`src/rtl/bm_pkg.sv`:
```
// bm_pkg: shared constants and types for the bitmap register path
package bm_pkg;
  localparam int B = 1500;
  localparam int W = 16;
  localparam int AW = 16;
  localparam int NWORDS = (B + W - 1) / W;
  localparam int LAST_BITS = B - (NWORDS - 1) * W;
  localparam int CW = $clog2(NWORDS + 1);
  typedef enum logic [1:0] {IDLE, FETCH, COMMIT} state_e;
  localparam logic [1:0] BM0 = 2'd0;
  localparam logic [1:0] BM1 = 2'd1;
  localparam logic [1:0] BM2 = 2'd2;
endpackage

```
`src/rtl/bm_loader.sv`:
```
// bm_loader: fetches a bitmap image word by word and commits it to the register file in one write
module bm_loader
  import bm_pkg::*;
(
  input  logic          clk,
  input  logic          rst,
  input  logic          start,
  input  logic [AW-1:0] base_addr,
  input  logic [1:0]    dst,
  output logic          busy,
  output logic          done,
  output logic          err,
  output logic          mem_rd,
  output logic [AW-1:0] mem_addr,
  input  logic [W-1:0]  mem_rdata,
  input  logic          mem_valid,
  output logic          wbm,
  output logic [1:0]    wbm_addr,
  output logic [B-1:0]  wbm_data
);
  localparam logic [B-1:0] WORD_MASK = B'({W{1'b1}});
  localparam logic [B-1:0] LAST_MASK = B'({LAST_BITS{1'b1}});
  state_e        state_q, state_d;
  logic [CW-1:0] cnt_q, cnt_d;
  logic [AW-1:0] addr_q, addr_d;
  logic [1:0]    dst_q, dst_d;
  logic          err_q, err_d;
  logic [B-1:0]  buf_q, buf_d, mask;
  logic [10:0]   off;
  logic          go, accept, last;
  assign go     = state_q == IDLE && start && dst <= BM2;
  assign accept = state_q == FETCH && mem_valid;
  assign last   = cnt_q == CW'(NWORDS - 1);
  always_ff @(posedge clk) state_q <= rst ? IDLE : state_d;
  always_comb
    state_d = state_q == IDLE  ? (go ? FETCH : IDLE) :
              state_q == FETCH ? (accept && last ? COMMIT : FETCH) : IDLE;
  always_comb begin
    busy     = state_q != IDLE;
    mem_rd   = state_q == FETCH;
    mem_addr = mem_rd ? addr_q : '0;
    wbm      = state_q == COMMIT;
    done     = wbm;
    wbm_addr = dst_q;
    wbm_data = buf_q;
    err      = err_q;
  end
  // The final word only carries LAST_BITS payload bits; the mask drops the rest.
  always_comb begin
    off    = 11'(cnt_q) * 11'(W);
    mask   = last ? LAST_MASK : WORD_MASK;
    buf_d  = accept ? (buf_q & ~(mask << off)) | ((B'(mem_rdata) & mask) << off) : buf_q;
    cnt_d  = accept ? cnt_q + 1'b1 : (state_q == FETCH ? cnt_q : '0);
    addr_d = go ? base_addr : (accept ? addr_q + 1'b1 : addr_q);
    dst_d  = go ? dst : dst_q;
    err_d  = state_q == IDLE && start && dst > BM2;
  end
  always_ff @(posedge clk) begin
    if (rst) begin
      cnt_q  <= '0;
      addr_q <= '0;
      dst_q  <= '0;
      err_q  <= 1'b0;
      buf_q  <= '0;
    end else begin
      cnt_q  <= cnt_d;
      addr_q <= addr_d;
      dst_q  <= dst_d;
      err_q  <= err_d;
      buf_q  <= buf_d;
    end
  end
endmodule

```
`config.mk`:
```
export PLATFORM = sky130hd
export DESIGN_NAME = bm_loader
export DESIGN_NICKNAME = d
export VERILOG_FILES = /design/src/rtl/bm_pkg.sv /design/src/rtl/bm_loader.sv
export SDC_FILE = /design/constraint.sdc
export NUM_CORES = 2
export LEC_CHECK = 0
export ABC_AREA = 1
export BUFFER_PORTS_ARGS = -buffer_cell sky130_fd_sc_hd__buf_2
export CORE_AREA = 4 4 597 599
export DETAILED_ROUTE_END_ITERATION = 10
export DIE_AREA = 0 0 601 603
export PLACE_DENSITY_LB_ADDON = 0.08
export SLEW_MARGIN = 10
export SYNTH_ARGS = -nofsm -noshare
export SYNTH_HDL_FRONTEND = slang
export SYNTH_SLANG_ARGS = --single-unit
```
`constraint.sdc`:
```
create_clock -name clk -period 7.5 [get_ports clk]
set_clock_uncertainty 0.2 [all_clocks]
set_input_delay 1.125 -clock clk [delete_from_list [all_inputs] [get_ports clk]]
set_output_delay 1.125 -clock clk [all_outputs]
set_load 0.02 [all_outputs]
```
After elaboration in Yosys (flattened, before gate mapping)
Cells that the tools add are included.
{"block": "classes", "shift": 2, "n_eq_ne": 4, "mux": 10, "n_lt_le_gt_ge": 2, "n_addsub": 2, "n_reduce_logical": 8, "n_bitwise": 4}
{"cell": "left shift 16 x 11 -> 1500 bit", "n": 2}
{"cell": "bitwise AND 1500 bit", "n": 1}
{"cell": "NOT 1500 bit", "n": 1}
{"cell": "OR 1500 bit", "n": 1}
{"cell": "2-to-1 mux 16 bit", "n": 4}
{"cell": "adder 16 x 1 -> 16 bit, second input constant", "n": 1}
{"cell": "bitwise AND 16 bit", "n": 1}
{"cell": "2-to-1 mux 7 bit", "n": 2}
{"cell": "adder 7 x 1 -> 7 bit, second input constant", "n": 1}
{"cell": "== test 7 bit, second input constant", "n": 1}
{"cell": "2-to-1 mux 2 bit", "n": 3}
{"cell": "logical AND 1 bit", "n": 5}
{"cell": "nonzero test 2 bit", "n": 2}
{"cell": "== test 2 x 1 -> 1 bit, second input constant", "n": 1}
{"cell": "== test 2 bit, second input constant", "n": 1}
{"cell": "> comparator 2 bit, second input constant", "n": 1}
{"cell": "<= comparator 2 bit, second input constant", "n": 1}
{"cell": "logical NOT 2 bit", "n": 1}
{"cell": "inequality test 2 x 1 -> 1 bit, second input constant", "n": 1}
{"cell": "2-to-1 mux 1 bit", "n": 1}
{"block": "word_totals", "inputBits": 38, "reg_bits": 1528, "word_cells": 38, "output_inout_bits": 1523}

Logic depth before layout (Yosys ltp)
{"block": "depth", "ltp_word": 6, "ltp_mapped": 13, "depth_no_buf": 12}

Least setup slack after synthesis
OpenSTA, ideal clock, no wires.
{"block": "synth_timing", "kind": "input to register", "startpoint": "input mem_valid", "endpoint": "register buf_q[1000], in the netlist wbm_data[1000]", "t_required_ns": 7.168, "stages": 11, "setup_ns": 0.132, "path_buffers": 4, "arrival_time_ns": 2.433, "slack_ns": 4.734, "path_cell_list": "buf_2 > inv_2 > nor2_2 > buf_4 > nand2_8 > inv_2 > buf_4 > nand2_1 > buf_4 > nand2_1 > a21oi_1"}
{"block": "synth_between", "elab_chain_len": 1}
{"element": "start: declaration", "line": "bm_loader.sv:16", "rtl": "input logic mem_valid,"}
{"element": "logical AND 1 bit", "line": "bm_loader.sv:32", "rtl": "assign accept = state_q == FETCH && mem_valid;"}
{"element": "end signal: assignment", "line": "bm_loader.sv:70", "rtl": "buf_q <= buf_d;"}
{"element": "end: declaration", "line": "bm_loader.sv:28", "rtl": "logic [B-1:0] buf_q, buf_d, mask;"}
No other way between the ends.
A chain may end at the register's enable or synchronous reset.

Worst setup path after layout
{"block": "layout_timing", "startpoint": "register cnt_q[2]", "endpoint": "register buf_q[853], in the netlist wbm_data[853]"}
{"block": "layout_between", "elab_chain_len": 4, "word_cells_on_any_way": 5, "cone_classes": "shift: 2; bitwise: 3"}
{"element": "start: declaration", "line": "bm_loader.sv:24", "rtl": "logic [CW-1:0] cnt_q, cnt_d;"}
{"element": "start signal: assignment", "line": "bm_loader.sv:66", "rtl": "cnt_q <= cnt_d;"}
{"element": "left shift 16 x 11 -> 1500 bit", "line": "bm_loader.sv:52", "rtl": "buf_d = accept ? (buf_q & ~(mask << off)) | ((B'(mem_rdata) & mask) << off) : buf_q;"}
{"element": "NOT 1500 bit", "line": "bm_loader.sv:52"}
{"element": "bitwise AND 1500 bit", "line": "bm_loader.sv:52"}
{"element": "OR 1500 bit *", "line": "bm_loader.sv:52"}
Every way passes the cells marked *; elsewhere a longest branch is shown, timed or not.

==> impl_metrics.tcl <==
set metrics [dict create \
    status "complete, no violations" \
    stdcell_count 14000 \
    wl_mm 441 \
    maxSlewViolCount 0 \
    r2r_setup_slack_ns 2.71 \
    period_needed_ns 4.79 \
    drt.antenna.violating_nets 0 \
    crit_path_end_kind "register" \
    seq_area_frac_synth_pct 53.0 \
    ys.flop_type "dfxtp_1" \
    syn-num-nets 7880 \
    hold_buffers 0 \
    synth-edff-count 0 \
    powerDensity_nw_per_um2 245 \
    peakVddDrop_v 0.000175 \
    async_flop_share_pct 0 \
    crit_buf_inv 4 \
    drt-wirelength-per-cell_um 31.6 \
    yosysTopAreaCell "dfxtp_1" \
    numClockSinks 1528 \
    fp-row-count 218 \
    required_ns 8.01 \
    dpl-instance-area_um2 70300 \
    relSlewSlack_pct 13.8 \
    synth.area.top_cells "dfxtp_1 (53%), nand2_1 (18%), a21oi_1 (12%)" \
    dp_hpwl_mm 338 \
    grt_max_degree 200 \
    grt_setup_unrepaired "no" \
    ys_warn_count 0 \
    syn_avg_cell_area_um2 7.36 \
    vias 60700 \
    firstDrtPassIters 5 \
    htree_levels 4 \
    grt_pass1_vias 58700 \
    fp.dieW_um 601 \
    start_kind "register" \
    grt_first_pass_wirelength_mm 576 \
    p_leak_nw 30.3 \
    fin_nets 9198 \
    io_buffers 1560 \
    die_area_um2 362000 \
    core_area_um2 351000 \
    maxCapViolCount 0 \
    netlist-cell-type-count 39 \
    routed_via_density 4.35 \
    synthCells 7835 \
    cp_data_arrival_time_ns 5.31 \
    synth_seq_cells 1528 \
    antenna_found_initial 48 \
    grt_usage_pct 23.2 \
    finalHoldViolations 0 \
    period_share_pct 63.9 \
    cp_slowest_stage_delay_ns 0.90 \
    worstMarginPinSlew_ns 1.29 \
    drcViolationCount 0 \
    drive_gt1_share_pct 22.8 \
    path_class "reg -> reg" \
    cp_slowest_cell "nor3_1" \
    worstSkewPairLatency_ns 0.91 \
    fp.dieH_um 603 \
    cts.path.max_buffers 4 \
    clockRootBuffer "clkbuf_16" \
    final_area_um2 77100 \
    numPlacedInstances 13600 \
    area_delta_synth_final_pct 33.7 \
    cts_resized 0 \
    setup_viol 0 \
    setup_tns_ns 0 \
    cp_top_family "simple AND/OR/NAND/NOR gates" \
    io_pins 1561 \
    cts_buffers 204 \
    drtIter0Drc 4573 \
    grt-ovfl-total 0 \
    yosys.area.top_type_share_pct 53.0 \
    netlist_area_um2 57700 \
    hp-class "reg -> reg" \
    path_max_fanout 31 \
    gp_congestion 0.830 \
    synth_common_cells "nand2_1 (2752), dfxtp_1 (1528), a21oi_1 (1419)" \
    max_freq_ghz 0.209 \
    cts_tree "yes" \
    synth.most_common_cell "nand2_1" \
    post-cts-setup-buffers 0 \
    crit_chain "buf_4 > clkinv_2 > nor2_4 > inv_2 > buf_4 > nor3_1 > nand2_1 > nand2_1 > a21oi_1" \
    initial_core_util_pct 16.4 \
    clkTransAtPathRegs_ns 0.06 \
]
## routing by layer
metal,up-vias,wire [um],global-route usage (%),share of wire (%)
li1,28100,-,-,-
met3,449,26700,5.35,6.1
met5,-,24,0,0.0054
met2,1804,218000,40.7,49
met1,30300,180000,27.8,41
met4,4,15900,7.46,3.6
## report_power, final
part	internal, W	switching (W)	leakage [nW]
Combinational	0.0000766	0.000500	14.7
Sequential	0.00813	0.0000126	12.3
Clock	0.00599	0.00416	3.33
Total	0.0142	0.00467	30.3
## registers in the layout, indices dropped and copies added (netlist names)
| signal | flops |
|---|---|
| addr_q | 16 |
| cnt_q | 7 |
| err | 1 |
| state_q | 2 |
| wbm_addr | 2 |
| wbm_data | 1500 |
## layout make-up
cell class	count	area [um^2]
clock inverters	46	636
repair buffers	1698	9120
flip-flops and latches	1528	30600
inverters	153	606
multi-input cells	5568	24200
fillers	39700	274000
well taps	4620	5780
clock buffers	319	6150
diodes	25	62.6
## worst reg2reg max path, delay by kind of cell, from the launching register on
kind | cells | cell delay, ns
flip-flops | 1 | 0.38
buffers and inverters | 4 | 1.81
AO/OA/AOI/OAI | 1 | 0.08
AND/OR/NAND/NOR | 4 | 2.13
## metrics by stage
step	util [%]	hold WS (ns)	power, W	setup WS (ns)
floorplan	-	0.258	0.00859	4.73
global placement	20.0	0.246	0.00891	2.56
detailed placement	20.0	0.249	0.00891	2.53
CTS	21.9	0.201	0.0192	2.44
global route	21.9	0.257	0.0195	2.32
finish	22.0	0.256	0.0189	2.71
## logic make-up (layout without fill, tap and decap cells)
group | Yosys count | in the layout | share of synthesized area (%)
AND/OR/NAND/NOR | 4018 | 4018 | 27.7
AO/OA/AOI/OAI | 1542 | 1542 | 13.5
flip-flops | 1528 | 1528 | 53.0
buffers and inverters | 739 | 2216 | 5.56
adder cells (fa/ha/maj) | 7 | 7 | 0.152
XOR/XNOR | 1 | 1 | 0.0152
other | 0 | 25 | 0
## final timing paths
path,startpoint,to,cells after the start
max,cnt_q[2]$_SDFFE_PP0P_,wbm_data[853]$_SDFFE_PP0P_,9
min,wbm_data[1058]$_SDFFE_PP0P_,wbm_data[1058]$_SDFFE_PP0P_,2
max reg2reg,cnt_q[2]$_SDFFE_PP0P_,wbm_data[853]$_SDFFE_PP0P_,9
min reg2reg,wbm_data[1058]$_SDFFE_PP0P_,wbm_data[1058]$_SDFFE_PP0P_,2
## cell usage in the layout (no fill, tap or decap), drive strengths merged
master	netlist	routed
o31ai	1	1
bufinv	0	11
nand2	2768	2768
clkbuf	291	319
o311ai	1	1
o21ai	86	86
nand4	44	44
or2	3	3
a22oi	15	15
o21bai	3	3
buf	295	1698
nor3	96	96
a21oi	1419	1419
clkinv	0	29
a211oi	2	2
dfxtp	1528	1528
o22ai	2	2
clkinvlp	0	2
xor2	1	1
a31oi	4	4
nor2	692	692
nand3	409	409
o221ai	1	1
inv	153	157
o21a	2	2
diode	0	25
ha	7	7
and2	2	2
nor4	4	4
o211ai	5	5
a311oi	1	1
Power figures use the tool's default switching activity.
